==> config.mk <==
export PLATFORM = sky130hd
export DESIGN_NAME = multichannel_minmax_detector_flat
export DESIGN_NICKNAME = d
export VERILOG_FILES = /design/src/rtl/multichannel_minmax_detector_if.sv /design/src/rtl/multichannel_minmax_detector.sv /design/src/flat_wrapper.sv
export SDC_FILE = /design/constraint.sdc
export NUM_CORES = 1
export LEC_CHECK = 0
export ABC_AREA = 1
export CAP_MARGIN = 20
export CORE_UTILIZATION = 60
export DETAILED_ROUTE_END_ITERATION = 12
export GPL_TIMING_DRIVEN = 0
export MAX_ROUTING_LAYER = met4
export PLACE_DENSITY = 0.85
export SKIP_CTS_REPAIR_TIMING = 1
export SLEW_MARGIN = 5
export SYNTH_ARGS = -nofsm -noshare
export SYNTH_HDL_FRONTEND = slang
export SYNTH_SLANG_ARGS = --single-unit
==> constraint.sdc <==
create_clock -name clk -period 5.6 [get_ports clk]
set_input_delay 0.56 -clock clk [delete_from_list [all_inputs] [get_ports clk]]
set_output_delay 0.56 -clock clk [all_outputs]
set_load 0.01 [all_outputs]
==> src/rtl/multichannel_minmax_detector_if.sv <==
// rtl/multichannel_minmax_detector_if.sv - sample input stream and span/trigger output bundle
interface multichannel_minmax_detector_if #(
    parameter int SAMPLE_DATA_WIDTH = 8,
    parameter int NUM_CHANNELS      = 2
);
    localparam int W  = SAMPLE_DATA_WIDTH;
    localparam int CW = (NUM_CHANNELS > 1) ? $clog2(NUM_CHANNELS) : 1;

    logic                    axiiv;
    logic [W-1:0]            axiid;
    logic [CW-1:0]           axiic;
    logic                    span_axiov;
    logic [W:0]              span_axiod;
    logic [CW-1:0]           span_axioc;
    logic [NUM_CHANNELS-1:0] channel_triggered;
    logic                    triggered;

    modport master (
        output axiiv, axiid, axiic,
        input  span_axiov, span_axiod, span_axioc, channel_triggered, triggered
    );

    modport slave (
        input  axiiv, axiid, axiic,
        output span_axiov, span_axiod, span_axioc, channel_triggered, triggered
    );
endinterface

==> src/rtl/multichannel_minmax_detector.sv <==
// rtl/multichannel_minmax_detector.sv - per-channel windowed min/max span detector with hysteresis and hang-over
module multichannel_minmax_detector #(
    parameter int SAMPLE_DATA_WIDTH = 8,
    parameter int NUM_CHANNELS      = 2,
    parameter int LOOK_BACK         = 50,
    parameter int LOW_THRESHOLD     = 37,
    parameter int HIGH_THRESHOLD    = 74,
    parameter int HOLD_WINDOWS      = 2,
    parameter int COMBINE_MODE      = 0
) (
    input  logic                          clk,
    input  logic                          rst_n,
    multichannel_minmax_detector_if.slave bus
);
    localparam int W    = SAMPLE_DATA_WIDTH;
    localparam int CW   = (NUM_CHANNELS > 1) ? $clog2(NUM_CHANNELS) : 1;
    localparam int CNTW = $clog2(LOOK_BACK);
    localparam int HW   = (HOLD_WINDOWS > 0) ? $clog2(HOLD_WINDOWS + 1) : 1;

    localparam logic [W:0]      LOW_T    = (W+1)'(LOW_THRESHOLD);
    localparam logic [W:0]      HIGH_T   = (W+1)'(HIGH_THRESHOLD);
    localparam logic [CNTW-1:0] LAST_CNT = CNTW'(LOOK_BACK - 1);

    typedef enum logic [1:0] {
        IDLE     = 2'd0,
        ACTIVE   = 2'd1,
        HANGOVER = 2'd2
    } state_t;

    logic signed [W-1:0]     sample;
    logic [NUM_CHANNELS-1:0] hit;
    logic [NUM_CHANNELS-1:0] close;
    logic [NUM_CHANNELS-1:0] flags_d;
    logic [CNTW-1:0]         cnt_q [NUM_CHANNELS];
    logic [CNTW-1:0]         cnt_d [NUM_CHANNELS];
    logic signed [W-1:0]     min_q [NUM_CHANNELS];
    logic signed [W-1:0]     min_d [NUM_CHANNELS];
    logic signed [W-1:0]     max_q [NUM_CHANNELS];
    logic signed [W-1:0]     max_d [NUM_CHANNELS];
    logic [W:0]              span  [NUM_CHANNELS];
    state_t                  state_q [NUM_CHANNELS];
    state_t                  state_d [NUM_CHANNELS];
    logic [HW-1:0]           hold_q  [NUM_CHANNELS];
    logic [HW-1:0]           hold_d  [NUM_CHANNELS];
    logic [W:0]              sel_span;
    logic [CW-1:0]           sel_ch;

    assign sample = $signed(bus.axiid);

    // Window tracking: an out-of-range channel index matches no channel and is dropped
    always_comb begin
        for (int c = 0; c < NUM_CHANNELS; c++) begin
            hit[c]   = bus.axiiv && (bus.axiic == CW'(c));
            min_d[c] = ((cnt_q[c] == '0) || (sample < min_q[c])) ? sample : min_q[c];
            max_d[c] = ((cnt_q[c] == '0) || (sample > max_q[c])) ? sample : max_q[c];
            close[c] = hit[c] && (cnt_q[c] == LAST_CNT);
            cnt_d[c] = close[c] ? '0 : cnt_q[c] + CNTW'(1);
            // sign-extend by one bit so max-min always fits unsigned in W+1 bits
            span[c]  = {max_d[c][W-1], max_d[c]} - {min_d[c][W-1], min_d[c]};
        end
    end

    // Per-channel FSM next state, evaluated only when that channel's window closes
    always_comb begin
        for (int c = 0; c < NUM_CHANNELS; c++) begin
            state_d[c] = state_q[c];
            hold_d[c]  = hold_q[c];
            if (close[c]) begin
                case (state_q[c])
                    IDLE: begin
                        if (span[c] >= HIGH_T) state_d[c] = ACTIVE;
                    end
                    ACTIVE: begin
                        if (span[c] < LOW_T) begin
                            if (HOLD_WINDOWS == 0) begin
                                state_d[c] = IDLE;
                            end else begin
                                state_d[c] = HANGOVER;
                                hold_d[c]  = HW'(HOLD_WINDOWS);
                            end
                        end
                    end
                    HANGOVER: begin
                        if (span[c] >= HIGH_T) begin
                            state_d[c] = ACTIVE;
                        end else if (hold_q[c] <= HW'(1)) begin
                            state_d[c] = IDLE;
                            hold_d[c]  = '0;
                        end else begin
                            hold_d[c]  = hold_q[c] - HW'(1);
                        end
                    end
                    default: state_d[c] = IDLE;
                endcase
            end
            flags_d[c] = (state_d[c] != IDLE);
        end
    end

    // Select the closing channel's span for the output stream (at most one closes per cycle)
    always_comb begin
        sel_span = '0;
        sel_ch   = '0;
        for (int c = 0; c < NUM_CHANNELS; c++) begin
            if (close[c]) begin
                sel_span = span[c];
                sel_ch   = CW'(c);
            end
        end
    end

    // Per-channel window and FSM state registers
    always_ff @(posedge clk or negedge rst_n) begin
        if (!rst_n) begin
            for (int c = 0; c < NUM_CHANNELS; c++) begin
                cnt_q[c]   <= '0;
                min_q[c]   <= '0;
                max_q[c]   <= '0;
                state_q[c] <= IDLE;
                hold_q[c]  <= '0;
            end
        end else begin
            for (int c = 0; c < NUM_CHANNELS; c++) begin
                if (hit[c]) begin
                    cnt_q[c] <= cnt_d[c];
                    min_q[c] <= min_d[c];
                    max_q[c] <= max_d[c];
                end
                state_q[c] <= state_d[c];
                hold_q[c]  <= hold_d[c];
            end
        end
    end

    // Registered outputs: span pulse and trigger flags all change one cycle after the closing sample
    always_ff @(posedge clk or negedge rst_n) begin
        if (!rst_n) begin
            bus.span_axiov        <= 1'b0;
            bus.span_axiod        <= '0;
            bus.span_axioc        <= '0;
            bus.channel_triggered <= '0;
            bus.triggered         <= 1'b0;
        end else begin
            bus.span_axiov        <= |close;
            if (|close) begin
                bus.span_axiod    <= sel_span;
                bus.span_axioc    <= sel_ch;
            end
            bus.channel_triggered <= flags_d;
            bus.triggered         <= (COMBINE_MODE != 0) ? (&flags_d) : (|flags_d);
        end
    end
endmodule

==> src/flat_wrapper.sv <==
// flat-port wrapper written by rule: the top's interface ports become plain ports
module multichannel_minmax_detector_flat 
#(
    parameter int SAMPLE_DATA_WIDTH = 8,
    parameter int NUM_CHANNELS      = 2,
    parameter int LOOK_BACK         = 50,
    parameter int LOW_THRESHOLD     = 37,
    parameter int HIGH_THRESHOLD    = 74,
    parameter int HOLD_WINDOWS      = 2,
    parameter int COMBINE_MODE      = 0
)
  (clk, rst_n, bus_axiiv, bus_axiid, bus_axiic, bus_span_axiov, bus_span_axiod, bus_span_axioc, bus_channel_triggered, bus_triggered);
  multichannel_minmax_detector_if #(.SAMPLE_DATA_WIDTH(SAMPLE_DATA_WIDTH), .NUM_CHANNELS(NUM_CHANNELS)) bus_i ();
  input  logic clk;
  input  logic rst_n;
  input wire logic [$bits(bus_i.axiiv)-1:0] bus_axiiv;
  input wire logic [$bits(bus_i.axiid)-1:0] bus_axiid;
  input wire logic [$bits(bus_i.axiic)-1:0] bus_axiic;
  output wire logic [$bits(bus_i.span_axiov)-1:0] bus_span_axiov;
  output wire logic [$bits(bus_i.span_axiod)-1:0] bus_span_axiod;
  output wire logic [$bits(bus_i.span_axioc)-1:0] bus_span_axioc;
  output wire logic [$bits(bus_i.channel_triggered)-1:0] bus_channel_triggered;
  output wire logic [$bits(bus_i.triggered)-1:0] bus_triggered;
  assign bus_i.axiiv = bus_axiiv;
  assign bus_i.axiid = bus_axiid;
  assign bus_i.axiic = bus_axiic;
  assign bus_span_axiov = bus_i.span_axiov;
  assign bus_span_axiod = bus_i.span_axiod;
  assign bus_span_axioc = bus_i.span_axioc;
  assign bus_channel_triggered = bus_i.channel_triggered;
  assign bus_triggered = bus_i.triggered;
  multichannel_minmax_detector #(.SAMPLE_DATA_WIDTH(SAMPLE_DATA_WIDTH), .NUM_CHANNELS(NUM_CHANNELS), .LOOK_BACK(LOOK_BACK), .LOW_THRESHOLD(LOW_THRESHOLD), .HIGH_THRESHOLD(HIGH_THRESHOLD), .HOLD_WINDOWS(HOLD_WINDOWS), .COMBINE_MODE(COMBINE_MODE)) u_core (.clk(clk), .rst_n(rst_n), .bus(bus_i));
endmodule
* Word-level counts from Yosys, hierarchy flattened *
Cells that the tools add are included.

storage, ports and cells
  flip-flop bits (word level) = 66
  input port bits = 12
  output and inout bits = 14
  word-level logic and storage cells = 91

cells by class
  add/sub/neg operators = 6
  $lt $le $gt $ge = 10
  eq/ne operators = 10
  mux-type cells = 29
  bitwise operators = 1
  reduce and logical (&&, ||, !) cells = 20

operator list
  cell                 count
  $mux 2               16
  $mux 8               4
  $ge 9x7->1 const B   2
  $lt 9x6->1 const B   2
  $mux 9               2
  $sub 8x8->9          2
  $gt 8x8->1           2
  $lt 8x8->1           2
  $add 6x1->6 const B  2
  $eq 6x6->1 const B   2
  $logic_not 6->1      2
  $mux 6               2
  $pmux 2 s3           2
  $pmux 2 s2           2
  $reduce_and 4->1     2
  $reduce_bool 2->1    4
  $eq 2x1->1 const B   2
  $eq 2x2->1 const B   2
  $le 2x1->1 const B   2
  $logic_and 1x1->1    4
  $logic_not 2->1      2
  $logic_or 1x1->1     4
  $ne 2x1->1 const B   2
  $ne 2x2->1 const B   2
  4 further kinds      6

* Logic depth before layout (Yosys ltp) *
  depth in word-level cells = 10
  mapped depth = 34
  depth with buffers taken out = 34

* Least setup slack after synthesis *
Ideal clock, no wire load.

  path kind = input-to-reg
  start point = input bus_axiid[1]
  end point = register u_core.bus.triggered
  library setup time = 139 ps
  arrival = 4154 ps
  data required time = 5461 ps
  path slack = 1307 ps
  stages = 29
  path buffers = 1
  path through = ha_1 > inv_1 > nor2_1 > nor2_1 > o21a_1 > o21ai_0 > a211oi_1 > o221ai_1 > clkbuf_1 > nand2_1 > o21ai_0 > ha_1 > inv_1 > fa_1 > a21oi_1 > o21bai_1 > a21oi_1 > o21ai_0 > or2_2 > nand2_1 > inv_1 > nor2_1 > nor2_1 > inv_1 > a21oi_1 > o21ai_0 > nand2_1 > nor2_1 > nand4_1

RTL lines
  what                    line                                   text
  start: declaration      flat_wrapper.sv:17                     input wire logic [$bits(bus_i.axiid)-1:0] bus_axiid;
  end signal: assignment  multichannel_minmax_detector.sv:150    bus.triggered <= (COMBINE_MODE != 0) ? (&flags_d) : (|flags_d);
  end: declaration        multichannel_minmax_detector_if.sv:25  output span_axiov, span_axiod, span_axioc, channel_triggered, triggered

==> run summary <==
### Outcome
- outcome: finished clean

### Detailed routing
- WL per Instance: 14.9 um
- drt first-iter violations: 314
- Antenna Violating Nets Remaining: 0
- number of vias in the routed layout: 4,670
- number of remaining DRC errors: 0
- number of search-and-repair iterations in the first detailed-routing pass: 5
- wire length reported by the detailed router: 12,300 um
- via/cell ratio: 5.67

### Timing
- period utilisation layout: 0.917
- minimum clock period: 5130 ps
- relative max-transition margin: 0.426
- final hold vios: 0
- final-report max-slew violation count: 0
- smallest hold slack: 294 ps
- worst clock skew: 8.69 ps
- Worst Tran Pin Value: 861 ps
- FMAX: 195 MHz
- final setup violating endpoints: 0

### Floorplanning
- Initial Utilization: 0.631
- die outline area: 8620 um^2
- cell row count: 32
- die span in x: 92.9 um
- Placeable Area: 7850 um^2
- # IOs: 26
- y dimension of the die: 92.9 um

### Worst setup path
- Register-to-Register Path Depth: 27
- crit path max-delay cell type: sky130_fd_sc_hd__clkdlybuf4s50_1
- Worst setup EP type: flop
- required time of the critical path: 5830 ps
- crit path DAT: 5360 ps
- Worst path most repeated cell: sky130_fd_sc_hd__o21ai_0
- register-to-register setup slack: 910 ps
- r2r startpoint: u_core.max_q[11]
- stage delay of the slowest cell on the critical path: 690 ps
- crit path max fanout: 10
- endpoint of the most critical register-to-register path: u_core.bus.triggered
- launch point of the critical path: bus_axiid[2]
- Crit Path Class: in2reg
- Worst Setup Start Kind: input pin

### Job
- total of max-cap violations: 0

### Global route
- pin count of the biggest net entering global routing: 67
- global routing usage summed across all routing layers: 0.322
- number of antenna violations at the first check in global routing: 0
- Overflow after GRT: 0
- global-route wire length before repair: 20,900 um
- number of global-route vias before repair: 4,565

### Clocking
- master cell of the clock root buffer: sky130_fd_sc_hd__clkbuf_8
- Longest Clk Path Bufs: 2
- TritonCTS clock tree: yes
- CTS sink count: 66
- clock slew at reported path FFs: 80 ps
- Inserted Clock Buffers: 9
- CTS H-Tree Depth: 3
- clock latency of the later-clocked register in the worst-skew pair: 360 ps

### Yosys
- number of enable flip-flop cells after synthesis: 0
- Netlist cell types: 36
- total number of yosys warnings: 0
- post-synthesis instance total: 680
- Seq cells post-synth: 66
- nets in the synthesized netlist: 752
- post-synthesis async set-or-reset flop share: 1.00
- Synth Flop Type: sky130_fd_sc_hd__dfrtp_1
- post-synth top area share: 0.334
- leading area contributor after synthesis: sky130_fd_sc_hd__dfrtp_1
- Mean Syn Cell Area: 7.28 um^2
- sequential element share of the synthesized area: 0.334
- top cells by area, synth: sky130_fd_sc_hd__dfrtp_1, sky130_fd_sc_hd__ha_1, sky130_fd_sc_hd__nand2_1
- mapped cell area: 4950 um^2

### Final layout
- fraction of final layout cells with drive strength greater than 1: 0.0707
- Post-Layout Inst Area: 5570 um^2
- antenna diode count: 0
- number of nets in the finished design: 788
- final-layout fill cell count: 654
- area added between synthesis and finish: 12.4%

### Place
- gpl congestion: 0.926
- sum of net half-perimeters after detailed placement: 9020 um
- placed inst area: 5330 um^2
- IO Port Bufs: 25

### Worst hold path
- Hold Path Class: in2async

critical path, delay by kind of cell:
family | cells | cell delay [ps]
and+or+nand+nor | 8 | 1070
buffers and inverters | 5 | 1120
adders and majority gates | 3 | 910
AOI/OAI and AO/OA | 11 | 1680
flip-flops by register name, summed over array words and instances, names as in the netlist, 2 cells and up:
register,flops
u_core.bus.channel_triggered,2
u_core.max_q,16
u_core.bus.span_axiod,9
u_core.state_q,4
u_core.cnt_q,12
u_core.min_q,16
u_core.hold_q,4
routing by layer:
| layer | track usage | wire length (um) |
|---|---|---|
| met1 | 0.388 | 5370 |
| met2 | 0.539 | 6030 |
| met3 | 0.0542 | 579 |
| met4 | 0.122 | 309 |
| met5 | - | 0 |
placed cells by master, fill, tap and decap left out, types with 2 or more instances in the layout:
cell type / instances
sky130_fd_sc_hd__xor2_1: 5
sky130_fd_sc_hd__bufinv_16: 2
sky130_fd_sc_hd__inv_1: 99
sky130_fd_sc_hd__clkbuf_2: 2
sky130_fd_sc_hd__nor2_1: 33
sky130_fd_sc_hd__nand2_2: 12
sky130_fd_sc_hd__clkbuf_8: 9
sky130_fd_sc_hd__a31oi_1: 2
sky130_fd_sc_hd__o221ai_1: 5
sky130_fd_sc_hd__clkbuf_1: 10
sky130_fd_sc_hd__ha_1: 59
sky130_fd_sc_hd__nand3_1: 31
sky130_fd_sc_hd__inv_2: 4
sky130_fd_sc_hd__clkdlybuf4s50_1: 22
sky130_fd_sc_hd__nand2_4: 3
sky130_fd_sc_hd__clkinvlp_4: 2
sky130_fd_sc_hd__a21oi_1: 29
sky130_fd_sc_hd__a21o_1: 2
sky130_fd_sc_hd__o21ai_0: 77
sky130_fd_sc_hd__dlymetal6s2s_1: 2
sky130_fd_sc_hd__nor3_1: 7
sky130_fd_sc_hd__o211ai_1: 5
sky130_fd_sc_hd__nand4_1: 9
sky130_fd_sc_hd__clkinv_2: 2
sky130_fd_sc_hd__nand3_2: 7
sky130_fd_sc_hd__nand2_1: 189
sky130_fd_sc_hd__o21ai_1: 4
sky130_fd_sc_hd__o21bai_1: 3
sky130_fd_sc_hd__o21a_1: 3
sky130_fd_sc_hd__dfrtp_1: 66
cells by family after synthesis:
kind of cell | after synthesis | synth area share
simple gates | 296 | 0.264
flops | 66 | 0.334
compound gates | 136 | 0.152
xor+xnor | 5 | 0.00884
buf+inv | 117 | 0.0887
fa+ha+maj | 60 | 0.153
worst max-delay path by stage:
stage                                end  slack [ps]  cells past startpoint
global route        u_core.bus.triggered         -20                     29
floorplan           u_core.bus.triggered        1310                     29
detailed placement  u_core.bus.triggered        -120                     30
finish              u_core.bus.triggered         470                     27
CTS                 u_core.bus.triggered         220                     31
global placement    u_core.bus.triggered         -20                     30
cells in the mapped netlist (9+ instances only):
cell                       count
sky130_fd_sc_hd__dfrtp_1      66
sky130_fd_sc_hd__nand2_1     189
sky130_fd_sc_hd__nor2_1       33
sky130_fd_sc_hd__o21ai_0      78
sky130_fd_sc_hd__a21oi_1      29
sky130_fd_sc_hd__clkbuf_1     12
sky130_fd_sc_hd__nand3_1      31
sky130_fd_sc_hd__ha_1         59
sky130_fd_sc_hd__inv_1        99
sky130_fd_sc_hd__nand4_1       9
sky130_fd_sc_hd__nand2_2      12
stage by stage:
step | util | setup WS [ps] | instances | setup TNS, ps
finish | 0.709 | 465 | 823 | 0
global route | 0.709 | -21.1 | 823 | -21.1
CTS | 0.707 | 215 | 823 | 0
detailed placement | 0.679 | -123 | 807 | -205
global placement | 0.679 | -24.8 | 807 | -24.8
floorplan | - | 1310 | 680 | 0
cell type report:
type | count | area [um^2] | area share
Inverter | 104 | 390 | 0.0701
Sequential cell | 66 | 1650 | 0.297
Buffer | 13 | 51.3 | 0.00922
Multi-Input combinational cell | 497 | 2880 | 0.517
Clock inverter | 7 | 93.8 | 0.0169
Clock buffer | 9 | 124 | 0.0223
Tap cell | 102 | 128 | 0.0229
Timing Repair Buffer | 25 | 253 | 0.0454
Power is not shown: default switching activity piles up to over one toggle a cycle in this logic, so the estimate is an artifact.
